===== src/rtl/vga_timing.sv =====
// VGA raster timing: clock divider, horizontal/vertical position counters, registered syncs and visible flag.
// Optional frame counter enabled with VGA_TIMING_FRAME_CNT_EN; otherwise frame_cnt is tied to zero.
module vga_timing #(
  parameter int H_VISIBLE = 640,
  parameter int H_FRONT   = 16,
  parameter int H_SYNC    = 96,
  parameter int H_BACK    = 48,
  parameter int V_VISIBLE = 480,
  parameter int V_FRONT   = 10,
  parameter int V_SYNC    = 2,
  parameter int V_BACK    = 33,
  parameter int CLK_DIV   = 2
) (
  input  logic       clk,
  input  logic       reset,
  output logic       pix_en,
  output logic [9:0] hcount,
  output logic [9:0] vcount,
  output logic       hsync,
  output logic       vsync,
  output logic       bright,
  output logic       frame_start,
  output logic [7:0] frame_cnt
);

  localparam int H_TOTAL = H_VISIBLE + H_FRONT + H_SYNC + H_BACK;
  localparam int V_TOTAL = V_VISIBLE + V_FRONT + V_SYNC + V_BACK;
  localparam int DIV_W   = (CLK_DIV > 1) ? $clog2(CLK_DIV) : 1;

  localparam logic [DIV_W-1:0] DIV_LAST = DIV_W'(CLK_DIV - 1);
  localparam logic [9:0]       H_LAST   = 10'(H_TOTAL - 1);
  localparam logic [9:0]       V_LAST   = 10'(V_TOTAL - 1);

  // 11-bit boundaries so an edge sitting exactly at 1024 still compares correctly
  localparam logic [10:0] H_VIS_END = 11'(H_VISIBLE);
  localparam logic [10:0] HS_START  = 11'(H_VISIBLE + H_FRONT);
  localparam logic [10:0] HS_END    = 11'(H_VISIBLE + H_FRONT + H_SYNC);
  localparam logic [10:0] V_VIS_END = 11'(V_VISIBLE);
  localparam logic [10:0] VS_START  = 11'(V_VISIBLE + V_FRONT);
  localparam logic [10:0] VS_END    = 11'(V_VISIBLE + V_FRONT + V_SYNC);

  generate
    if (CLK_DIV < 1) begin : g_bad_div
      $error("vga_timing: CLK_DIV must be at least 1");
    end
    if (H_TOTAL > 1024 || V_TOTAL > 1024) begin : g_bad_total
      $error("vga_timing: horizontal and vertical totals must not exceed 1024");
    end
    if (H_TOTAL < 1 || V_TOTAL < 1) begin : g_bad_empty
      $error("vga_timing: horizontal and vertical totals must be non-zero");
    end
  endgenerate

  function automatic logic hsync_at(input logic [9:0] h);
    return !(({1'b0, h} >= HS_START) && ({1'b0, h} < HS_END));
  endfunction

  function automatic logic vsync_at(input logic [9:0] v);
    return !(({1'b0, v} >= VS_START) && ({1'b0, v} < VS_END));
  endfunction

  function automatic logic bright_at(input logic [9:0] h, input logic [9:0] v);
    return ({1'b0, h} < H_VIS_END) && ({1'b0, v} < V_VIS_END);
  endfunction

  logic [DIV_W-1:0] div_cnt;
  logic [DIV_W-1:0] div_nxt;
  logic [9:0]       h_nxt;
  logic [9:0]       v_nxt;
  logic             tick;
  logic             tick_nxt;

  // tick is the live pixel strobe; pix_en is its registered copy, both agree every cycle
  always_comb begin
    tick    = (div_cnt == DIV_LAST);
    div_nxt = tick ? '0 : div_cnt + 1'b1;
    h_nxt   = hcount;
    v_nxt   = vcount;
    if (tick) begin
      if (hcount == H_LAST) begin
        h_nxt = 10'd0;
        v_nxt = (vcount == V_LAST) ? 10'd0 : vcount + 10'd1;
      end else begin
        h_nxt = hcount + 10'd1;
      end
    end
    tick_nxt = (div_nxt == DIV_LAST);
  end

  // Decodes use next-state counters so syncs/bright land on the same edge as the counters
  always_ff @(posedge clk or posedge reset) begin
    if (reset) begin
      div_cnt     <= '0;
      hcount      <= 10'd0;
      vcount      <= 10'd0;
      pix_en      <= (CLK_DIV == 1);
      hsync       <= hsync_at(10'd0);
      vsync       <= vsync_at(10'd0);
      bright      <= bright_at(10'd0, 10'd0);
      frame_start <= 1'b0;
    end else begin
      div_cnt     <= div_nxt;
      hcount      <= h_nxt;
      vcount      <= v_nxt;
      pix_en      <= tick_nxt;
      hsync       <= hsync_at(h_nxt);
      vsync       <= vsync_at(v_nxt);
      bright      <= bright_at(h_nxt, v_nxt);
      frame_start <= tick_nxt && (h_nxt == H_LAST) && (v_nxt == V_LAST);
    end
  end

`ifdef VGA_TIMING_FRAME_CNT_EN
  always_ff @(posedge clk or posedge reset) begin
    if (reset) begin
      frame_cnt <= 8'd0;
    end else if (frame_start) begin
      frame_cnt <= frame_cnt + 8'd1;
    end
  end
`else
  assign frame_cnt = 8'd0;
`endif

endmodule


===== config.mk =====
export PLATFORM = sky130hd
export DESIGN_NAME = vga_timing
export DESIGN_NICKNAME = d
export VERILOG_FILES = /design/src/rtl/vga_timing.sv
export SDC_FILE = /design/constraint.sdc
export NUM_CORES = 1
export LEC_CHECK = 0
export CAP_MARGIN = 30
export CORE_MARGIN = 2
export CORE_UTILIZATION = 49
export DETAILED_ROUTE_END_ITERATION = 10
export GPL_TIMING_DRIVEN = 0
export PLACE_DENSITY = 0.83
export SYNTH_ARGS = -nofsm -noshare
export SYNTH_HDL_FRONTEND = slang
export SYNTH_SLANG_ARGS = --single-unit

===== constraint.sdc =====
create_clock -name clk -period 2.8 [get_ports clk]
set_input_delay 0.42 -clock clk [delete_from_list [all_inputs] [get_ports clk]]
set_output_delay 0.42 -clock clk [all_outputs]
set_load 0.02 [all_outputs]

==> metrics.md <==
| Metric | Value |
|---|---|
| Core area | `3003 um2` |
| Critical setup path kind | `reg -> reg` |
| CP Launch Type | `flop` |
| #FFs+latches synth | `25` |
| Switching share of power | `24.03%` |
| Initial antenna violation count | `0` |
| Max clock buf depth | `2` |
| Synth Area in XOR/XNOR | `5.202%` |
| Post-synthesis sequential area ratio | `41.54%` |
| Antenna-violating nets left | `0` |
| Grt total ovfl | `0` |
| Leak | `0.8358 nW` |
| Synth cell types | `46` |
| Largest family of logic cells by synthesized area | `simple AND/OR/NAND/NOR gates` |
| Global route hottest layer | `met2` |
| GPL Wtd Cong | `0.9275` |
| Top-level I/O count | `35` |
| Net switching power | `134.1 uW` |
| Clk slew on worst S/H paths | `140 ps` |
| Fraction of power consumed by the clock network | `30.5%` |
| Global-route track usage on met1 | `27.29%` |
| GRT Overall Usage | `21.23%` |
| Overall Power | `557.9 uW` |
| Skew-Pair Late Insertion Delay | `330 ps` |
| Hold WC Path Type | `in -> async` |
| Initial Utilization | `50.46%` |
| Mux cell area share after synthesis | `0%` |
| Synth warnings | `0` |
| Syn Inst Count | `163` |
| Vias per inst | `5.876` |
| Root buf cell | `clkbuf_4` |
| RSZ-0062 raised after global routing | `false` |
| Clock Skew | `5.212 ps` |
| First-pass DRT Iterations | `4` |
| Compound-Gate Fraction of Synth Area | `12.80%` |
| Number of global-route vias before repair | `1219` |
| Peak supply drop | `0.1673 mV` |
| Commonest non-fill, non-tap cell in the layout | `clkdlybuf4s50_1` |
| Crit path capture type | `flop` |
| Syn Area/Cell | `9.296 um2` |
| Final Max Tran Viols | `0` |
| Setup bufs post-CTS | `0` |
| Residual DRC | `0` |
| Post-synthesis adder-cell area fraction | `2.477%` |
| Post-Syn Area | `1515 um2` |
| Power Internal | `423.8 uW` |
| Tmin final | `2653 ps` |
| Most used flip-flop cell after synthesis | `dfrtp_1` |
| First-pass GRT wire length | `5637 um` |
| GR Util met2 | `35.79%` |
| Avg WL per Cell | `15.15 um` |
| Tcrit/Tclk final | `94.74%` |
| # nets final | `206` |
| Commonest cells after routing, fill and taps aside | `clkdlybuf4s50_1, dfrtp_1, inv_1, nand2_1` |
| Vias | `1369` |
| EDFF count, synth | `0` |
| Iter 0 DRT Violations | `55` |
| Num rows | `20` |
| Crit path required time | `3040 ps` |
| Largest net degree at the start of global routing | `26` |
| FMAX | `377.0 MHz` |
| Sink Count | `25` |
| Asr flop ratio synth | `100.0%` |
| Worst-margin pin slew | `912.5 ps` |
| Setup Viol. Count Final | `0` |
| Status | `finished clean` |
| CTS tree | `done` |
| Final setup TNS | `0 ps` |
| Width of the die | `59.61 um` |
| Worst Path Arrival | `2890 ps` |
| Detailed Route WL | `3529 um` |
| N_diodes | `0` |
| TritonCTS Buffers | `3` |
| Die area | `3553 um2` |
| Max FO, Critical Path | `9` |
| Combinational power share | `4.7%` |
| Simple-Gate Fraction of Synth Area | `27.50%` |
| Max-cap violations | `0` |
| Pwr per Cell Area | `297.3 nW/um2` |
| Port bufs | `26` |
| Hpwl dp | `2708 um` |
| Reg power frac | `64.8%` |
| H-tree depth | `1` |
| Ratio of cells with drive above 1 in the final layout | `13.00%` |
| Global-route track usage on met3 | `2.620%` |
| Final Hold Vio Count | `0` |
| Die Ht | `59.61 um` |
| Slew HR | `39.10%` |
| Area grow syn2layout | `23.86%` |
registers in the layout (all words and copies together) (netlist names):
| signal | flops |
|---|---|
| vsync | 1 |
| bright | 1 |
| vcount | 10 |
| div_cnt | 1 |
| hcount | 10 |
| hsync | 1 |
| frame_start | 1 |
kinds of logic after synthesis:
kind of cell,count (synthesis)
DFF,25
other,1
buffers and inverters,27
adders and majority gates,3
xor gates and xnor gates,9
AOI/OAI and AO/OA,30
and+or+nand+nor,68
cell type report:
cell class                 instances  area [um2]
fill                             262        1126
multi-input combinational        118       763.2
sequential                        25       629.4
timing repair buffer              26       260.3
buffer                            15       110.1
inverter                          12       45.04
tap                               33       41.29
clock buffer                       3       22.52
clock inverter                     1       5.005
routing by layer:
layer	up-vias	part of all wire (%)
li1	653	-
met1	653	42
met2	56	51
met3	7	5.1
met4	0	2.0
met5	-	0
path summary, 6_finish.rpt:
path	start	endpoint	slack [ps]	cells past startpoint
worst max-delay path	hcount[5]$_DFF_PP0_	frame_start$_DFF_PP0_	150	7
worst min-delay path	reset	hcount[1]$_DFF_PP0_	570	2
worst max register to register	hcount[5]$_DFF_PP0_	frame_start$_DFF_PP0_	150	7
min in group clk	vcount[6]$_DFF_PP0_	vcount[6]$_DFF_PP0_	610	1
max in group asynchronous	reset	vcount[9]$_DFF_PP0_	1680	2
worst min register to register	vcount[6]$_DFF_PP0_	vcount[6]$_DFF_PP0_	610	1
Yosys cell counts (all sizes together), types with 3 or more instances:
library cell	count	area (um2)
nand2	12	45.04
a21o	3	22.52
or4	3	26.27
ha	3	37.54
or3	6	41.29
inv	12	45.04
xnor2	7	61.31
dfstp	3	78.83
a21oi	4	20.02
clkbuf	4	16.26
o21ai	11	55.05
buf	11	93.84
nor3	5	25.02
nor2	5	18.77
nand3	6	30.03
dfrtp	22	550.5
nor4	3	18.77
nand4	12	90.09
critical path, cell delays in order (launching register included):
cell,delay (ps)
dfrtp_1,470
or4b_1,550
clkbuf_2,170
or3_1,330
buf_6,150
or4_4,490
and4_1,190
and4b_1,200
metrics by stage:
step           instances  area [um2]  worst slack [ps]  hold slack [ps]  util, %
3_3_place_gp         229        1843             226.6            559.0    61.38
3_5_place_dp         229        1843             206.6            586.5    61.38
2_1_floorplan        170        1541             247.1            445.1        -
4_1_cts              233        1871             170.9            608.0    62.29
5_1_grt              233        1877             37.30            627.9    62.50
6_report             233        1877             147.3            568.4    62.50
power groups by stage:
| stage | Sequential [mW] | Clock, mW | Combinational [mW] |
|---|---|---|---|
| 2_1_floorplan | 0.368 | 0 | 0.0232 |
| 3_3_place_gp | 0.368 | 0 | 0.0262 |
| 3_5_place_dp | 0.368 | 0 | 0.0266 |
| 4_1_cts | 0.361 | 0.174 | 0.0265 |
| 5_1_grt | 0.362 | 0.186 | 0.0295 |
| 6_report | 0.361 | 0.170 | 0.0262 |
timing repair:
item,in CTS,in global routing
setup endpoints to repair,0,1
hold buffers,0,0
gates resized for setup,0,1
(Power assumes the default switching activity.)
